<file path="src/rtl/hazard_pkg.sv">
// hazard_pkg: shared types and constants for the ID-stage hazard controller.
//   state_e   : controller state (RUN / MEMWAIT / DIV / DEFER).
//   STG_*     : bit index of each pipeline register inside bubble/write vectors.
package hazard_pkg;

   typedef enum logic [1:0] {
      StRun     = 2'd0,
      StMemWait = 2'd1,
      StDiv     = 2'd2,
      StDefer   = 2'd3
   } state_e;

   localparam logic [1:0] STG_IFID  = 2'd0;
   localparam logic [1:0] STG_IDEX  = 2'd1;
   localparam logic [1:0] STG_EXMEM = 2'd2;
   localparam logic [1:0] STG_MEMWB = 2'd3;

endpackage

</file>
<file path="src/rtl/hazard_ctrl_fsm_if.sv">
// hazard_ctrl_fsm_if: bundle of hazard inputs and pipeline-control outputs.
//   slave  : controller side (hazard/event inputs in, stall/bubble controls out).
//   master : pipeline side (drives hazard/event inputs, receives controls).
interface hazard_ctrl_fsm_if #(
   parameter int unsigned REG_W = 5,
   parameter int unsigned CNT_W = 8
);

   logic [REG_W-1:0] ifid_rs1;
   logic [REG_W-1:0] ifid_rs2;
   logic [REG_W-1:0] idex_rd;
   logic             idex_memread;
   logic             idex_memwrite;
   logic             ifid_memread;
   logic             mem_ready;
   logic             jump;
   logic             trap_in_id;
   logic             syscall;
   logic             int_trap;
   logic             flush;
   logic             pcsrc;
   logic             idex_branch;
   logic             exmem_branch;
   logic             div_start;
   logic [3:0]       bubble;
   logic [3:0]       write;
   logic             write_pc;
   logic             instr_en;
   logic             trap_waiting;
   logic             div_busy;
   logic [CNT_W-1:0] mem_wait_cycles;

   modport slave (
      input  ifid_rs1, ifid_rs2, idex_rd, idex_memread, idex_memwrite, ifid_memread,
             mem_ready, jump, trap_in_id, syscall, int_trap, flush, pcsrc,
             idex_branch, exmem_branch, div_start,
      output bubble, write, write_pc, instr_en, trap_waiting, div_busy, mem_wait_cycles
   );

   modport master (
      output ifid_rs1, ifid_rs2, idex_rd, idex_memread, idex_memwrite, ifid_memread,
             mem_ready, jump, trap_in_id, syscall, int_trap, flush, pcsrc,
             idex_branch, exmem_branch, div_start,
      input  bubble, write, write_pc, instr_en, trap_waiting, div_busy, mem_wait_cycles
   );

endinterface

</file>
<file path="src/rtl/hazard_detect_cmp.sv">
// hazard_detect_cmp: combinational load-use and structural hazard comparator.
//   rs1, rs2       : source registers of the instruction in ID.
//   rd             : destination register of the instruction in EX.
//   idex_memread   : EX instruction is a load.
//   idex_memwrite  : EX instruction is a store.
//   ifid_memread   : ID instruction is a load.
//   load_use       : ID reads a register the EX load has not produced yet.
//   structural     : load in ID behind a store in EX.
//   stall          : either hazard.
module hazard_detect_cmp #(
   parameter int unsigned REG_W     = 5,
   parameter bit          ZERO_SKIP = 1'b1
) (
   input  logic [REG_W-1:0] rs1,
   input  logic [REG_W-1:0] rs2,
   input  logic [REG_W-1:0] rd,
   input  logic             idex_memread,
   input  logic             idex_memwrite,
   input  logic             ifid_memread,
   output logic             load_use,
   output logic             structural,
   output logic             stall
);

   logic rd_masked;

   // x0 is hardwired, so a load into it never produces a value worth waiting for.
   assign rd_masked  = ZERO_SKIP && (rd == '0);
   assign load_use   = idex_memread && ((rd == rs1) || (rd == rs2)) && !rd_masked;
   assign structural = ifid_memread && idex_memwrite;
   assign stall      = load_use || structural;

endmodule

</file>
<file path="src/rtl/hazard_ctrl_fsm.sv">
// hazard_ctrl_fsm: registered ID-stage stall/bubble controller.
//   clock : rising-edge clock.
//   reset : asynchronous active-low reset.
//   hz    : hazard inputs and pipeline controls (bubble/write per pipeline register,
//           write_pc, instr_en, trap_waiting, div_busy, mem_wait_cycles).
// Tracks memory waits (with a saturating length counter), multi-cycle divides and
// syscalls deferred behind unresolved branches; all outputs are combinational.
module hazard_ctrl_fsm #(
   parameter int unsigned REG_W      = 5,
   parameter int unsigned DIV_CYCLES = 32,
   parameter bit          ZERO_SKIP  = 1'b1,
   parameter int unsigned CNT_W      = 8
) (
   input logic             clock,
   input logic             reset,
   hazard_ctrl_fsm_if.slave hz
);

   import hazard_pkg::*;

   localparam int unsigned DIV_W = (DIV_CYCLES > 2) ? $clog2(DIV_CYCLES) : 1;

   state_e           state_q, state_d;
   logic [CNT_W-1:0] mem_cnt_q, mem_cnt_d;
   logic [DIV_W-1:0] div_cnt_q, div_cnt_d;

   logic       load_use, structural, id_stall, branch_pend;
   logic [3:0] bubble, write;
   logic       write_pc, instr_en, trap_waiting, div_busy;

   hazard_detect_cmp #(
      .REG_W     (REG_W),
      .ZERO_SKIP (ZERO_SKIP)
   ) u_cmp (
      .rs1           (hz.ifid_rs1),
      .rs2           (hz.ifid_rs2),
      .rd            (hz.idex_rd),
      .idex_memread  (hz.idex_memread),
      .idex_memwrite (hz.idex_memwrite),
      .ifid_memread  (hz.ifid_memread),
      .load_use      (load_use),
      .structural    (structural),
      .stall         (id_stall)
   );

   assign branch_pend = hz.idex_branch || hz.exmem_branch;

   always_ff @(posedge clock or negedge reset) begin
      if (!reset) begin
         state_q   <= StRun;
         mem_cnt_q <= '0;
         div_cnt_q <= '0;
      end else begin
         state_q   <= state_d;
         mem_cnt_q <= mem_cnt_d;
         div_cnt_q <= div_cnt_d;
      end
   end

   always_comb begin
      state_d      = state_q;
      mem_cnt_d    = mem_cnt_q;
      div_cnt_d    = div_cnt_q;
      bubble       = '0;
      write        = '1;
      write_pc     = 1'b1;
      instr_en     = 1'b1;
      trap_waiting = hz.syscall;
      div_busy     = 1'b0;

      unique case (state_q)
         StRun: begin
            if (!hz.mem_ready) begin
               // Fetch stays enabled so the pending access can complete.
               write        = '0;
               write_pc     = 1'b0;
               trap_waiting = 1'b0;
               mem_cnt_d    = CNT_W'(1);
               state_d      = StMemWait;
            end else if (hz.div_start) begin
               write     = '0;
               write_pc  = 1'b0;
               instr_en  = 1'b0;
               div_busy  = 1'b1;
               // This cycle is the first of the stall, DIV covers the rest.
               div_cnt_d = DIV_W'(DIV_CYCLES - 2);
               state_d   = StDiv;
            end else if (hz.syscall && branch_pend) begin
               bubble[STG_IDEX] = 1'b1;
               write[STG_IFID]  = 1'b0;
               trap_waiting     = 1'b0;
               state_d          = StDefer;
            end else if (id_stall) begin
               bubble[STG_IDEX] = 1'b1;
               write[STG_IFID]  = 1'b0;
               write_pc         = 1'b0;
               instr_en         = 1'b0;
               trap_waiting     = 1'b0;
            end else if (hz.jump || hz.trap_in_id) begin
               bubble[STG_IFID] = 1'b1;
            end
         end
         StMemWait: begin
            if (!hz.mem_ready) begin
               write        = '0;
               write_pc     = 1'b0;
               trap_waiting = 1'b0;
               if (mem_cnt_q != '1) begin
                  mem_cnt_d = mem_cnt_q + CNT_W'(1);
               end
            end else begin
               state_d = StRun;
            end
         end
         StDiv: begin
            write        = '0;
            write_pc     = 1'b0;
            instr_en     = 1'b0;
            trap_waiting = 1'b0;
            div_busy     = 1'b1;
            if (div_cnt_q == '0) begin
               state_d = StRun;
            end else begin
               div_cnt_d = div_cnt_q - DIV_W'(1);
            end
         end
         StDefer: begin
            if (!hz.syscall) begin
               state_d = StRun;
            end else if (branch_pend) begin
               bubble[STG_IDEX] = 1'b1;
               write[STG_IFID]  = 1'b0;
               trap_waiting     = 1'b0;
            end else begin
               state_d = StRun;
            end
         end
         default: state_d = StRun;
      endcase

      // Asynchronous interrupt squashes the whole pipe and aborts any stall.
      if (hz.int_trap) begin
         bubble       = '1;
         write        = '1;
         write_pc     = 1'b1;
         instr_en     = 1'b1;
         trap_waiting = hz.syscall;
         div_busy     = 1'b0;
         state_d      = StRun;
      end else if (hz.pcsrc) begin
         bubble[STG_EXMEM:STG_IFID] = 3'b111;
         write_pc                   = 1'b1;
         instr_en                   = 1'b0;
         if (state_q == StDefer) begin
            state_d = StRun;
         end
      end
      if (hz.flush) begin
         bubble[STG_IFID] = 1'b1;
      end

      if (!reset) begin
         bubble       = '1;
         write        = '0;
         write_pc     = 1'b0;
         instr_en     = 1'b0;
         trap_waiting = 1'b0;
         div_busy     = 1'b0;
      end
   end

   assign hz.bubble          = bubble;
   assign hz.write           = write;
   assign hz.write_pc        = write_pc;
   assign hz.instr_en        = instr_en;
   assign hz.trap_waiting    = trap_waiting;
   assign hz.div_busy        = div_busy;
   assign hz.mem_wait_cycles = mem_cnt_q;

endmodule

</file>
<file path="src/flat_wrapper.sv">
// flat-port wrapper written by rule: the top's interface ports become plain ports
module hazard_ctrl_fsm_flat import hazard_pkg::*;
#(
   parameter int unsigned REG_W      = 5,
   parameter int unsigned DIV_CYCLES = 32,
   parameter bit          ZERO_SKIP  = 1'b1,
   parameter int unsigned CNT_W      = 8
)
  (clock, reset, hz_ifid_rs1, hz_ifid_rs2, hz_idex_rd, hz_idex_memread, hz_idex_memwrite, hz_ifid_memread, hz_mem_ready, hz_jump, hz_trap_in_id, hz_syscall, hz_int_trap, hz_flush, hz_pcsrc, hz_idex_branch, hz_exmem_branch, hz_div_start, hz_bubble, hz_write, hz_write_pc, hz_instr_en, hz_trap_waiting, hz_div_busy, hz_mem_wait_cycles);
  hazard_ctrl_fsm_if #(.REG_W(REG_W), .CNT_W(CNT_W)) hz_i ();
  input logic clock;
  input logic reset;
  input wire logic [$bits(hz_i.ifid_rs1)-1:0] hz_ifid_rs1;
  input wire logic [$bits(hz_i.ifid_rs2)-1:0] hz_ifid_rs2;
  input wire logic [$bits(hz_i.idex_rd)-1:0] hz_idex_rd;
  input wire logic [$bits(hz_i.idex_memread)-1:0] hz_idex_memread;
  input wire logic [$bits(hz_i.idex_memwrite)-1:0] hz_idex_memwrite;
  input wire logic [$bits(hz_i.ifid_memread)-1:0] hz_ifid_memread;
  input wire logic [$bits(hz_i.mem_ready)-1:0] hz_mem_ready;
  input wire logic [$bits(hz_i.jump)-1:0] hz_jump;
  input wire logic [$bits(hz_i.trap_in_id)-1:0] hz_trap_in_id;
  input wire logic [$bits(hz_i.syscall)-1:0] hz_syscall;
  input wire logic [$bits(hz_i.int_trap)-1:0] hz_int_trap;
  input wire logic [$bits(hz_i.flush)-1:0] hz_flush;
  input wire logic [$bits(hz_i.pcsrc)-1:0] hz_pcsrc;
  input wire logic [$bits(hz_i.idex_branch)-1:0] hz_idex_branch;
  input wire logic [$bits(hz_i.exmem_branch)-1:0] hz_exmem_branch;
  input wire logic [$bits(hz_i.div_start)-1:0] hz_div_start;
  output wire logic [$bits(hz_i.bubble)-1:0] hz_bubble;
  output wire logic [$bits(hz_i.write)-1:0] hz_write;
  output wire logic [$bits(hz_i.write_pc)-1:0] hz_write_pc;
  output wire logic [$bits(hz_i.instr_en)-1:0] hz_instr_en;
  output wire logic [$bits(hz_i.trap_waiting)-1:0] hz_trap_waiting;
  output wire logic [$bits(hz_i.div_busy)-1:0] hz_div_busy;
  output wire logic [$bits(hz_i.mem_wait_cycles)-1:0] hz_mem_wait_cycles;
  assign hz_i.ifid_rs1 = hz_ifid_rs1;
  assign hz_i.ifid_rs2 = hz_ifid_rs2;
  assign hz_i.idex_rd = hz_idex_rd;
  assign hz_i.idex_memread = hz_idex_memread;
  assign hz_i.idex_memwrite = hz_idex_memwrite;
  assign hz_i.ifid_memread = hz_ifid_memread;
  assign hz_i.mem_ready = hz_mem_ready;
  assign hz_i.jump = hz_jump;
  assign hz_i.trap_in_id = hz_trap_in_id;
  assign hz_i.syscall = hz_syscall;
  assign hz_i.int_trap = hz_int_trap;
  assign hz_i.flush = hz_flush;
  assign hz_i.pcsrc = hz_pcsrc;
  assign hz_i.idex_branch = hz_idex_branch;
  assign hz_i.exmem_branch = hz_exmem_branch;
  assign hz_i.div_start = hz_div_start;
  assign hz_bubble = hz_i.bubble;
  assign hz_write = hz_i.write;
  assign hz_write_pc = hz_i.write_pc;
  assign hz_instr_en = hz_i.instr_en;
  assign hz_trap_waiting = hz_i.trap_waiting;
  assign hz_div_busy = hz_i.div_busy;
  assign hz_mem_wait_cycles = hz_i.mem_wait_cycles;
  hazard_ctrl_fsm #(.REG_W(REG_W), .DIV_CYCLES(DIV_CYCLES), .ZERO_SKIP(ZERO_SKIP), .CNT_W(CNT_W)) u_core (.clock(clock), .reset(reset), .hz(hz_i));
endmodule
</file>
<file path="config.mk">
export PLATFORM = sky130hd
export DESIGN_NAME = hazard_ctrl_fsm_flat
export DESIGN_NICKNAME = d
export VERILOG_FILES = /design/src/rtl/hazard_pkg.sv /design/src/rtl/hazard_ctrl_fsm_if.sv /design/src/rtl/hazard_detect_cmp.sv /design/src/rtl/hazard_ctrl_fsm.sv /design/src/flat_wrapper.sv
export SDC_FILE = /design/constraint.sdc
export NUM_CORES = 1
export LEC_CHECK = 0
export BUFFER_PORTS_ARGS = -buffer_cell sky130_fd_sc_hd__clkbuf_2
export CAP_MARGIN = 20
export CORE_UTILIZATION = 46
export CTS_BUF_LIST = sky130_fd_sc_hd__clkbuf_8
export CTS_CLUSTER_DIAMETER = 50
export DETAILED_ROUTE_END_ITERATION = 6
export PLACE_DENSITY = 0.8
export SLEW_MARGIN = 5
export SYNTH_ARGS = -nofsm -noshare
export SYNTH_HDL_FRONTEND = slang
export SYNTH_SLANG_ARGS = --single-unit
export TNS_END_PERCENT = 100
</file>
<file path="constraint.sdc">
create_clock -name clock -period 2.4 [get_ports clock]
set_input_delay 0.72 -clock clock [delete_from_list [all_inputs] [get_ports clock]]
set_output_delay 0.72 -clock clock [all_outputs]
set_load 0.005 [all_outputs]
</file>
# Word-level counts from Yosys, hierarchy flattened
# Index checks and enable logic that the tools add are counted.
# op_classes
n_eq_ne	12
addsub	2
n_mux	74
n_reduce_logical	16
# ops
operator	n
1-bit two-way mux	38
2-bit two-way mux	12
8-bit two-way mux	3
4-bit two-way mux	5
8-bit one-hot mux with 2 select lines	1
5-bit two-way mux	3
5-bit == test	2
5-bit zero test	2
2-bit != test (second input constant)	5
5-bit one-hot mux with 2 select lines	1
3-bit two-way mux	3
3-bit one-hot mux with 3 select lines	1
8-bit by 1-bit adder with 8-bit output (second input constant)	1
8-bit != test (second input constant)	1
1-bit one-hot mux with 4 select lines	2
2-bit one-hot mux with 4 select lines	1
4-bit AND reduction	2
1-bit one-hot mux with 2 select lines	3
5-bit by 1-bit subtractor with 5-bit output (second input constant)	1
2-bit == test (second input constant)	2
1-bit logical AND	4
1-bit logical OR	4
2-bit nonzero test	2
1-bit one-hot mux with 3 select lines	1
4 further kinds	4
# word_totals
out_inout_bits	20
wordCells	107
input_bits	30
regBits	15

# Depth between registers and ports, before layout
# logic_depth
ltp_word	14
depth_mapped	9
mapped_depth_nobuf	7

# Hierarchy
# Synthesis repeated with hierarchy kept, for this count alone.
# unflattened
cells_unflattened	169
hier_area_um2	1353.8
# by_module_without_submodules
mod	seq_area_each_um2	area_per_inst_um2	cells_per_inst	n_inst
hazard_ctrl_fsm	375.4	1207.4	149	1
hazard_detect_cmp	0.0	146.4	20	1

# Least setup slack after synthesis
# Ideal clock, no wire load.
# synth_timing
path_type	in2out
start	in hz_idex_rd[1]
end	out hz_bubble[1]
required_ns	1.680
n_path_buf	0
t_arrival_ns	1.698
slack_ns	-0.018
stages	4
cell_sequence	or4_4 > o21ai_4 > o211ai_4 > a21o_1
# synth_between
elab_chain_len	13
word_cells_on_any_way	16
classes_between	eq/ne: 2; mux: 8; reduce/logical: 6
# synth_rtl
element	line_no	text
start: declaration	flat_wrapper.sv:15	input wire logic [$bits(hz_i.idex_rd)-1:0] hz_idex_rd;
5-bit == test	hazard_detect_cmp.sv:29	assign load_use = idex_memread && ((rd == rs1) || (rd == rs2)) && !rd_masked;
1-bit logical OR	hazard_detect_cmp.sv:29	
1-bit logical AND	hazard_detect_cmp.sv:29	
1-bit logical AND *	hazard_detect_cmp.sv:29	
1-bit logical OR *	hazard_detect_cmp.sv:31	assign stall = load_use || structural;
1-bit two-way mux *	hazard_ctrl_fsm.sv:93	end else if (id_stall) begin
1-bit two-way mux *	hazard_ctrl_fsm.sv:88	end else if (hz.syscall && branch_pend) begin
2-bit two-way mux *	hazard_ctrl_fsm.sv:80	end else if (hz.div_start) begin
2-bit two-way mux *	hazard_ctrl_fsm.sv:73	if (!hz.mem_ready) begin
1-bit one-hot mux with 2 select lines *	hazard_ctrl_fsm.sv:71	unique case (state_q)
3-bit two-way mux *	hazard_ctrl_fsm.sv:150	end else if (hz.pcsrc) begin
3-bit two-way mux *	hazard_ctrl_fsm.sv:142	if (hz.int_trap) begin
4-bit two-way mux *	hazard_ctrl_fsm.sv:162	if (!reset) begin
end: declaration	flat_wrapper.sv:29	output wire logic [$bits(hz_i.bubble)-1:0] hz_bubble;
# Mark *: on every way between the ends. The rest lies on a longest branch, timed or not.

# Worst setup path in the final report
# Same ends and word-level chain as after synthesis.

==> metrics.md <==
| Metric | Value |
|---|---|
| Status | complete, but fails checks |
| Failing checks | setup timing |
| Asr flop ratio synth | 1.00 |
| Htree depth | 1 |
| Yosys cell types | 46 |
| Sequential fraction of design power | 0.363 |
| Avg Inst Size Synth | around 8.3 sq um |
| Final min period | 2.65 ns |
| Crit path from | hz_idex_rd[1] |
| Max Clock Freq | 378 MHz |
| Total power | 0.960 mW |
| Final #Nets | 260 |
| GPL Wtd Cong | 0.849 |
| Largest net degree at the start of global routing | 13 |
| Least-Margin Pin Slew | 0.359 ns |
| Final period util | 1.10 |
| Post-synth EDFFs | 0 |
| # DRC | 0 |
| Synth area leaders | dfrtp_1 29%, xor2_1 10%, ha_1 6.7%, nor2_1 6.0%, nand2_1 4.3% |
| Clk_lat worst skew | 0.24 ns |
| Worst hold-check path type | primary input to async pin |
| Total iterations of the first detailed-routing run | 4 |
| Mapped cell area | 1310 sq um |
| Post-DP HPWL | 2490 microns |
| Gate power share | 0.431 |
| Yosys reg bits | 15 |
| Sequential fraction of the synthesis area | 0.286 |
| Clk_skew | 0.00203 ns |
| Final core utilization | 0.655 |
| Final Hold Vio Count | 0 |
| Ports | 50 |
| R2R Path End | u_core.hz.mem_wait_cycles[6] |
| P_leak | slightly below 0.9 nW |
| Post-route ant nets | 0 |
| Worst-path clk slew | 0.06 ns |
| Critical Path AT | 1.93 ns |
| Switching Power | 0.352 mW |
| Yosys top cell by area | dfrtp_1 |
| Max-slew violations | 0 |
| Crit path required time | 1.68 ns |
| Worst Setup End Kind | primary output |
| Clk pwr share | 0.206 |
| Sw frac | 0.366 |
| Cell Int Power | 0.608 mW |
| Reg-to-Reg Start | u_core.state_q[0] |
| Worst Reg-to-Reg Cells | 8 |
| Core area | 2730 sq um |
| Final Setup Violations | 6 |
| Synth Flop Type | dfrtp_1 |
| Placement Setup Slack | -0.291 ns |
| Number of global-route vias before repair | 1318 |
| Power Density | between 500 and 600 nW/um^2 |
| Routed vias | approximately 1400 |
| CP Class | primary input to primary output |
| Overall routing resource usage | 0.215 |
| Initial Util | 0.480 |
| Synthesis-to-layout area growth | 36.4% |
| Via density | around 5.4 |
| Fin worst setup slack | -0.249 ns |
| Antenna violations before repair | 0 |
| Rel. slew slack | 0.758 |
| Cells after Synth | between 150 and 200 |
| Num CTS Buffers | 3 |
| Total of max-cap violations | 0 |
| # rows | 19 |
| Detailed Route Iter0 Violations | 47 |
| Worst VDD drop | 0.407 mV |
| Clock Sink Count | 15 |
| Yosys warning count | 0 |
| Die Ht | about 55 microns |
| WL final | 3270 microns |
| Unrepaired setup endpoints after global routing | yes |
| First-pass GRT wire length | 5440 microns |
| Layout cells sized above 1 | 0.378 |
| TritonCTS clock tree | built |
| Port Buf Inserts | 49 |
| Clock tree buffer depth | 2 |
| R2R Setup Slk | 0.52 ns |
| Worst-path maximum fanout | 4 |
| Die area | 3070 sq um |
| Share of the synthesized area in the top cell type | 0.286 |
| Crit path launch type | primary input |
| Routed length per instance | 12.9 microns |
| Antenna diodes | 0 |
| CTS Root Cell | clkbuf_8 |
| Remaining global-route overflow | 0 |
| Net Count, Synth | 195 |
| Top post-synthesis cells by count | 21 x nor2_1, 15 x dfrtp_1, 15 x nand2_1, 15 x xor2_1, 8 x inv_1 |
| Most frequent cell after synthesis | nor2_1 |
| Die extent in x | 55.4 microns |
[placed cells by master (no fill, tap or decap), types with 2 or more instances in the layout]
cell type / instances
inv_1: 9
ha_1: 4
buf_6: 2
nand2_1: 14
nand2b_1: 2
clkbuf_8: 3
dfrtp_1: 15
nor2_1: 21
a31oi_1: 2
a211oi_1: 2
nor4_1: 2
a22o_1: 3
a21oi_1: 7
nand3_1: 6
nor3_2: 2
nor2b_1: 3
clkbuf_2: 42
a21o_1: 2
xor2_1: 15
o21bai_1: 2
buf_4: 15
o21ai_0: 4
o21ai_1: 7
mux2i_1: 2
and2_1: 2
ha_2: 2
buf_2: 5
and3_1: 2
[worst max path at each step]
stage / to / slack (ns)
after floorplan: hz_bubble[1] / -0.02
after global placement: hz_instr_en / -0.27
after detailed placement: hz_instr_en / -0.29
after CTS: hz_instr_en / -0.28
after global routing: hz_trap_waiting / -0.28
final: hz_bubble[1] / -0.25
[per-layer routing]
layer / GRT usage / wire length, microns / up-vias
met3: 0.0445 / 157 / 6
met4: 0.0571 / 29 / 0
li1: - / - / 687
met1: 0.262 / 1360 / 630
met2: 0.384 / 1720 / 44
met5: 0 / 0 / -
[kinds of logic after synthesis]
| logic type | synth area share |
|---|---|
| and+or+nand+nor | 0.244 |
| DFF | 0.286 |
| muxes | 0.0153 |
| buffers and inverters | 0.0448 |
| AOI/OAI and AO/OA | 0.243 |
| adders and majority gates | 0.0667 |
| xor gates and xnor gates | 0.100 |
[power groups by stage]
stage / registers [mW] / logic [mW] / clock network (mW)
after floorplan: 0.345 / 0.237 / 0
after global placement: 0.351 / 0.365 / 0
after detailed placement: 0.357 / 0.368 / 0
after CTS: 0.349 / 0.389 / 0.204
after global routing: 0.357 / 0.459 / 0.219
final: 0.348 / 0.414 / 0.198
[worst max-delay path, stage by stage]
cell and delay (ns):
buf_8 0.10, or4_4 0.54, o21ai_4 0.18, o211ai_4 0.11, a21o_1 0.18, clkbuf_2 0.10
[final cells by class]
cell class                      count  area, sq um
Clock buffer                        3         41.3
Inverter                            8         30.0
Fill cell                         233          943
Tap cell                           31         38.8
Sequential cell                    15          375
Timing Repair Buffer               65          385
Multi-Input combinational cell    130          916
Clock inverter                      1         3.75
[through the flow]
stage | hold slack, ns | setup TNS, ns | area (sq um) | instances
after global routing | 0.433 | -1.66 | 1790 | 253
after global placement | 0.495 | -1.52 | 1660 | 245
after detailed placement | 0.519 | -1.63 | 1660 | 245
final | 0.420 | -1.39 | 1790 | 253
after CTS | 0.426 | -1.54 | 1740 | 252
after floorplan | 0.424 | -0.0474 | 1310 | 158
[timing repair]
item | CTS | global route
setup buffers | 3 | 1
hold buffers | 0 | 0
setup endpoints to repair | 9 | 9
hold endpoints to repair | 0 | 0
gates resized for setup | 4 | 16
pin swaps | 2 | 3
[registers in the layout, summed over array words and instances (netlist names)]
register	count
u_core.div_cnt_q	5
u_core.state_q	2
u_core.hz.mem_wait_cycles	8
No activity file was read; power rests on OpenSTA's default activity.
